### src/rtl/regfile_pkg.sv
// Shared constants and types for the multi-port integer register file.
package regfile_pkg;

    localparam int XLEN_DEF  = 32;
    localparam int NREGS_DEF = 32;
    localparam int REG_ZERO  = '0;

    typedef logic [XLEN_DEF-1:0]          xword_t;
    typedef logic [$clog2(NREGS_DEF)-1:0] reg_idx_t;

endpackage

### src/rtl/regfile_scoreboard.sv
// Write-pending scoreboard: one busy bit per architectural register.
// Priority per edge: flush clears everything, writes clear their destination,
// and an issue sets its destination last so the younger producer always wins.
// x0 is never marked busy.
module regfile_scoreboard
    import regfile_pkg::*;
#(
    parameter int NREGS = NREGS_DEF,
    parameter int NWR   = 1,
    parameter int AW    = $clog2(NREGS)
) (
    input  logic                     clk,
    input  logic                     rstN,
    input  logic [NWR-1:0]           we,
    input  logic [NWR-1:0][AW-1:0]   wr_addr,
    input  logic                     iss_valid,
    input  logic [AW-1:0]            iss_rd,
    input  logic                     flush,
    output logic [NREGS-1:0]         busy,
    output logic [NREGS-1:0]         busy_nxt,
    output logic                     any_busy
);

    localparam logic [AW-1:0] ZERO_IDX = AW'(REG_ZERO);

    // Next busy vector: flush, then write clears, then issue set (set wins).
    always_comb begin
        busy_nxt = flush ? '0 : busy;
        for (int j = 0; j < NWR; j++) begin
            if (we[j] && (wr_addr[j] != ZERO_IDX)) begin
                busy_nxt[wr_addr[j]] = 1'b0;
            end
        end
        if (iss_valid && (iss_rd != ZERO_IDX)) begin
            busy_nxt[iss_rd] = 1'b1;
        end
    end

    // Busy state and its registered OR-reduction.
    always_ff @(posedge clk or negedge rstN) begin
        if (!rstN) begin
            busy     <= '0;
            any_busy <= 1'b0;
        end else begin
            busy     <= busy_nxt;
            any_busy <= |busy_nxt;
        end
    end

endmodule

### src/rtl/regfile_mp.sv
// Multi-port integer register file with integrated write-pending scoreboard.
// x0 is hardwired to zero. Reads are registered (1-cycle latency).
// Optional macro RF_BYPASS_EN: same-cycle write data and post-update busy
// state are forwarded to the read ports; otherwise reads see the old value.
// Interface: no valid/ready handshake -- every read, write, issue and flush
// is accepted on every rising edge; there is no back-pressure.
module regfile_mp
    import regfile_pkg::*;
#(
    parameter int XLEN  = XLEN_DEF,
    parameter int NREGS = NREGS_DEF,
    parameter int NRD   = 2,
    parameter int NWR   = 1,
    localparam int AW   = $clog2(NREGS)
) (
    input  logic                     clk,
    input  logic                     rstN,
    input  logic [NRD-1:0][AW-1:0]   rs_addr,
    output logic [NRD-1:0][XLEN-1:0] rs_data,
    output logic [NRD-1:0]           rs_busy,
    input  logic [NWR-1:0]           we,
    input  logic [NWR-1:0][AW-1:0]   wr_addr,
    input  logic [NWR-1:0][XLEN-1:0] wr_data,
    input  logic                     iss_valid,
    input  logic [AW-1:0]            iss_rd,
    input  logic                     flush,
    output logic                     any_busy
);

    localparam logic [AW-1:0] ZERO_IDX = AW'(REG_ZERO);

    logic [XLEN-1:0]  mem [NREGS];
    logic [NREGS-1:0] busy;
    logic [NREGS-1:0] busy_nxt;

    regfile_scoreboard #(
        .NREGS (NREGS),
        .NWR   (NWR),
        .AW    (AW)
    ) u_sb (
        .clk       (clk),
        .rstN      (rstN),
        .we        (we),
        .wr_addr   (wr_addr),
        .iss_valid (iss_valid),
        .iss_rd    (iss_rd),
        .flush     (flush),
        .busy      (busy),
        .busy_nxt  (busy_nxt),
        .any_busy  (any_busy)
    );

`ifndef RF_BYPASS_EN
    // Post-update busy is only consumed by the bypass path.
    logic unused_busy_nxt;
    assign unused_busy_nxt = ^busy_nxt;
`endif

    // Data array write; ascending port loop lets the highest port win a collision.
    always_ff @(posedge clk or negedge rstN) begin
        if (!rstN) begin
            for (int r = 0; r < NREGS; r++) begin
                mem[r] <= '0;
            end
        end else begin
            for (int j = 0; j < NWR; j++) begin
                if (we[j] && (wr_addr[j] != ZERO_IDX)) begin
                    mem[wr_addr[j]] <= wr_data[j];
                end
            end
        end
    end

    for (genvar i = 0; i < NRD; i++) begin : g_rd
        logic [XLEN-1:0] rd_val;
        logic            rd_busy;

        // Read mux: array (or forwarded write) value and busy flag, x0 forced to zero.
        always_comb begin
            rd_val  = mem[rs_addr[i]];
`ifdef RF_BYPASS_EN
            rd_busy = busy_nxt[rs_addr[i]];
            for (int j = 0; j < NWR; j++) begin
                if (we[j] && (wr_addr[j] != ZERO_IDX) && (wr_addr[j] == rs_addr[i])) begin
                    rd_val = wr_data[j];
                end
            end
`else
            rd_busy = busy[rs_addr[i]];
`endif
            if (rs_addr[i] == ZERO_IDX) begin
                rd_val  = '0;
                rd_busy = 1'b0;
            end
        end

        // Registered read port outputs.
        always_ff @(posedge clk or negedge rstN) begin
            if (!rstN) begin
                rs_data[i] <= '0;
                rs_busy[i] <= 1'b0;
            end else begin
                rs_data[i] <= rd_val;
                rs_busy[i] <= rd_busy;
            end
        end
    end

endmodule

### config.mk
export PLATFORM = sky130hd
export DESIGN_NAME = regfile_mp
export DESIGN_NICKNAME = d
export VERILOG_FILES = /design/src/rtl/regfile_pkg.sv /design/src/rtl/regfile_scoreboard.sv /design/src/rtl/regfile_mp.sv
export SDC_FILE = /design/constraint.sdc
export NUM_CORES = 2
export LEC_CHECK = 0
export BUFFER_PORTS_ARGS = -buffer_cell sky130_fd_sc_hd__buf_2
export CORE_ASPECT_RATIO = 2
export CORE_UTILIZATION = 63
export DETAILED_ROUTE_END_ITERATION = 7
export GPL_ROUTABILITY_DRIVEN = 0
export PLACE_DENSITY_LB_ADDON = 0.08
export SYNTH_ARGS = -nofsm -noshare
export SYNTH_HDL_FRONTEND = slang
export SYNTH_SLANG_ARGS = --single-unit
### constraint.sdc
create_clock -name clk -period 2.5 [get_ports clk]
set_clock_uncertainty 0.2 [all_clocks]
set_input_delay 0.625 -clock clk [delete_from_list [all_inputs] [get_ports clk]]
set_output_delay 0.625 -clock clk [all_outputs]
set_load 0.05 [all_outputs]
==> results.py <==
metrics = {
    "run_status": {
        "status": "complete, no violations",
    },
    "clock_tree": {
        "clkTransAtPathRegs_ns": 0.07,
        "cts_buffer_depth": 3,
        "cts_tree": "yes",
        "clockRootBuffer": "clkbuf_16",
        "numCtsBuffers": 99,
        "h-tree-depth": 3,
        "clk_latency_ns": 0.72,
        "post-cts-setup-buffers": 0,
        "cts.sinks": 1123,
    },
    "critical_path": {
        "crit_fanout": 1,
        "r2r_setup_slack_ns": 0.41,
        "endpoint_kind": "output pin",
        "cp.arrival_ns": 1.63,
        "rr_endpoint": "rs_busy[1]$_DFF_PN0_",
        "slowest_stage": "dfrtp_1",
        "r2r-start": "u_sb.busy[20]$_DFF_PN0_",
        "crit_buf_inv": 1,
        "critPathKind": "reg2out",
        "crit_chain": "buf_2",
        "required_ns": 1.67,
        "start_kind": "flop",
        "slowest_delay_ns": 0.56,
        "crit_family": "flip-flops",
        "worstRegToRegCells": 4,
    },
    "synth": {
        "syn_avg_cell_area_um2": 16.33,
        "syn_nets": 3570,
        "synthCells": 3513,
        "ys.flop_type": "dfrtp_1",
        "syn-cell-area_um2": 57370,
        "yosys_warnings": 0,
        "ys_ff_latch": 1123,
        "synth_cell_types": 36,
        "synthArstFlopShare": 1.000,
        "synth_edf_count": 0,
        "ys_seq_area_frac": 0.4898,
    },
    "global_routing": {
        "grtUsageTotal": 0.3999,
        "grt_pass1_vias": 39280,
        "antenna_found_initial": 26,
        "grt_start_max_net_pins": 93,
        "grt_pass1_wl_um": 264200,
        "grt-ovfl-total": 0,
    },
    "power_and_ir_drop": {
        "p_per_area_nw_per_um2": 799.6,
        "total_power_mw": 52.71,
        "p_leak_nw": 28.63,
        "vdd_drop_max_uv": 844.4,
    },
    "finish": {
        "fin_cells": 4947,
        "drive_gt1_frac": 0.6148,
        "most-common-layout-cells": "dfrtp_1, mux2_2, mux4_2",
        "final_util": 0.7294,
        "layout.nets": 3730,
        "area_growth_pct": 14.90,
        "mostFrequentLayoutCell": "dfrtp_1",
    },
    "placement": {
        "dp_cells": 4756,
        "numPortBuffers": 123,
        "pre_cts_ws_ns": -0.3490,
        "place_hpwl_um": 116600,
    },
    "timing": {
        "period_share": 0.9803,
        "hold_violations": 0,
        "min_period_ns": 2.451,
        "final-setup-viol-count": 0,
        "finalWorstSetupSlack_ns": 0.04914,
        "slew_violations": 0,
        "rsz0062_at_grt": "false",
        "holdWs_ns": 0.1079,
        "tightest_slew_ns": 1.053,
        "fmax_mhz": 408.0,
        "max-slew-margin-rel": 0.2979,
    },
    "drt": {
        "via_count": 35560,
        "first_pass_iters": 7,
        "detail-route-antenna-nets": 0,
        "drc": 0,
        "drt_iter0_drc": 3127,
        "via_per_inst": 7.187,
        "wl_per_cell_um": 35.64,
        "wirelength_um": 176300,
    },
    "min_path": {
        "holdPathEnd": "u_sb.busy[19]$_DFF_PN0_",
        "min_from": "iss_valid",
        "hp-class": "in2reg",
        "hold_depth": 3,
    },
    "flow_run": {
        "maxCapViolCount": 0,
    },
    "floorplanning": {
        "ioPinCount": 124,
        "die_h_um": 428.8,
        "num_rows": 156,
        "start_util": 0.6348,
        "coreArea_um2": 90370,
        "die_area_um2": 92350,
        "die_w_um": 215.4,
    },
}
## registers in the layout (all words and copies together) (netlist names)
register,flops
mem,1024
u_sb.busy,32
u_sb.any_busy,1
rs_busy,2
rs_data,64
## metrics by stage
step,area (um2),TNS [ns]
6_report,65920,0
5_1_grt,65900,0
4_1_cts,65890,0
3_5_place_dp,62390,-48.89
3_3_place_gp,62390,-35.18
2_1_floorplan,58110,-0.03105
## cells in the mapped netlist, types with 4 or more instances
cell type	count	area, um2
a32o_1	9	90.09
buf_1	72	270.3
buf_2	38	190.2
clkbuf_1	289	1085
dfrtp_1	1123	28100
inv_1	84	315.3
mux2_2	990	11150
mux4_2	660	14860
nand2_1	84	315.3
nand2b_1	7	43.79
nand3_1	7	35.03
nor2_1	18	67.56
nor2b_1	11	68.82
nor3_1	4	20.02
nor4_1	4	25.02
o21ai_1	66	330.3
o32ai_1	14	122.6
## final cells by class
type,instances,area [um2]
Clock inverter,36,549.3
Clock buffer,143,2948
Sequential cell,1123,28100
Fill cell,5572,24450
Inverter,84,315.3
Antenna cell,11,27.53
Timing Repair Buffer,458,4902
Tap cell,1185,1483
Multi-Input combinational cell,1907,27590
## timing repair
action                                  CTS  global route
gates resized for setup                   0             0
hold buffers                              1             0
endpoints found under the setup margin    0             0
endpoints found under the hold margin    20             0
## tightest hold or removal path, stage by stage
cell and delay, ns:
buf_2 0.14, nand3_1 0.13, o22ai_1 0.08
## layer usage
layer	wire, um	up-vias	part of all wire	global-route usage
li1	-	13860	-	-
met2	86630	1781	0.49	0.6366
met4	12880	20	0.073	0.2504
met1	61400	19270	0.35	0.5020
met3	15240	618	0.086	0.08780
met5	138	-	0.00078	0
## worst max path at each step
stage	start	depth (start not counted)	endpoint
2_1_floorplan	wr_addr[2]	7	u_sb.any_busy$_DFF_PN0_
3_3_place_gp	rs_addr[5]	7	rs_data[56]$_DFF_PN0_
3_5_place_dp	rs_addr[0]	7	rs_data[18]$_DFF_PN0_
4_1_cts	rs_data[11]$_DFF_PN0_	1	rs_data[11]
5_1_grt	rs_data[35]$_DFF_PN0_	1	rs_data[35]
6_report	rs_data[35]$_DFF_PN0_	1	rs_data[35]
## where the power goes
group          internal [mW]  switching (mW)
logic                   6.76            4.94
registers               21.6            2.68
clock network           9.62            7.13
## cells by family (layout without fill, tap and decap cells)
logic type,count (synthesis),count (layout),synth area share
mux,1652,1652,0.4538
flops,1123,1123,0.4898
buf+inv,483,721,0.03243
simple gates,155,155,0.01304
compound gates,100,100,0.01090
other cells,0,11,0
(Power assumes the default switching activity.)
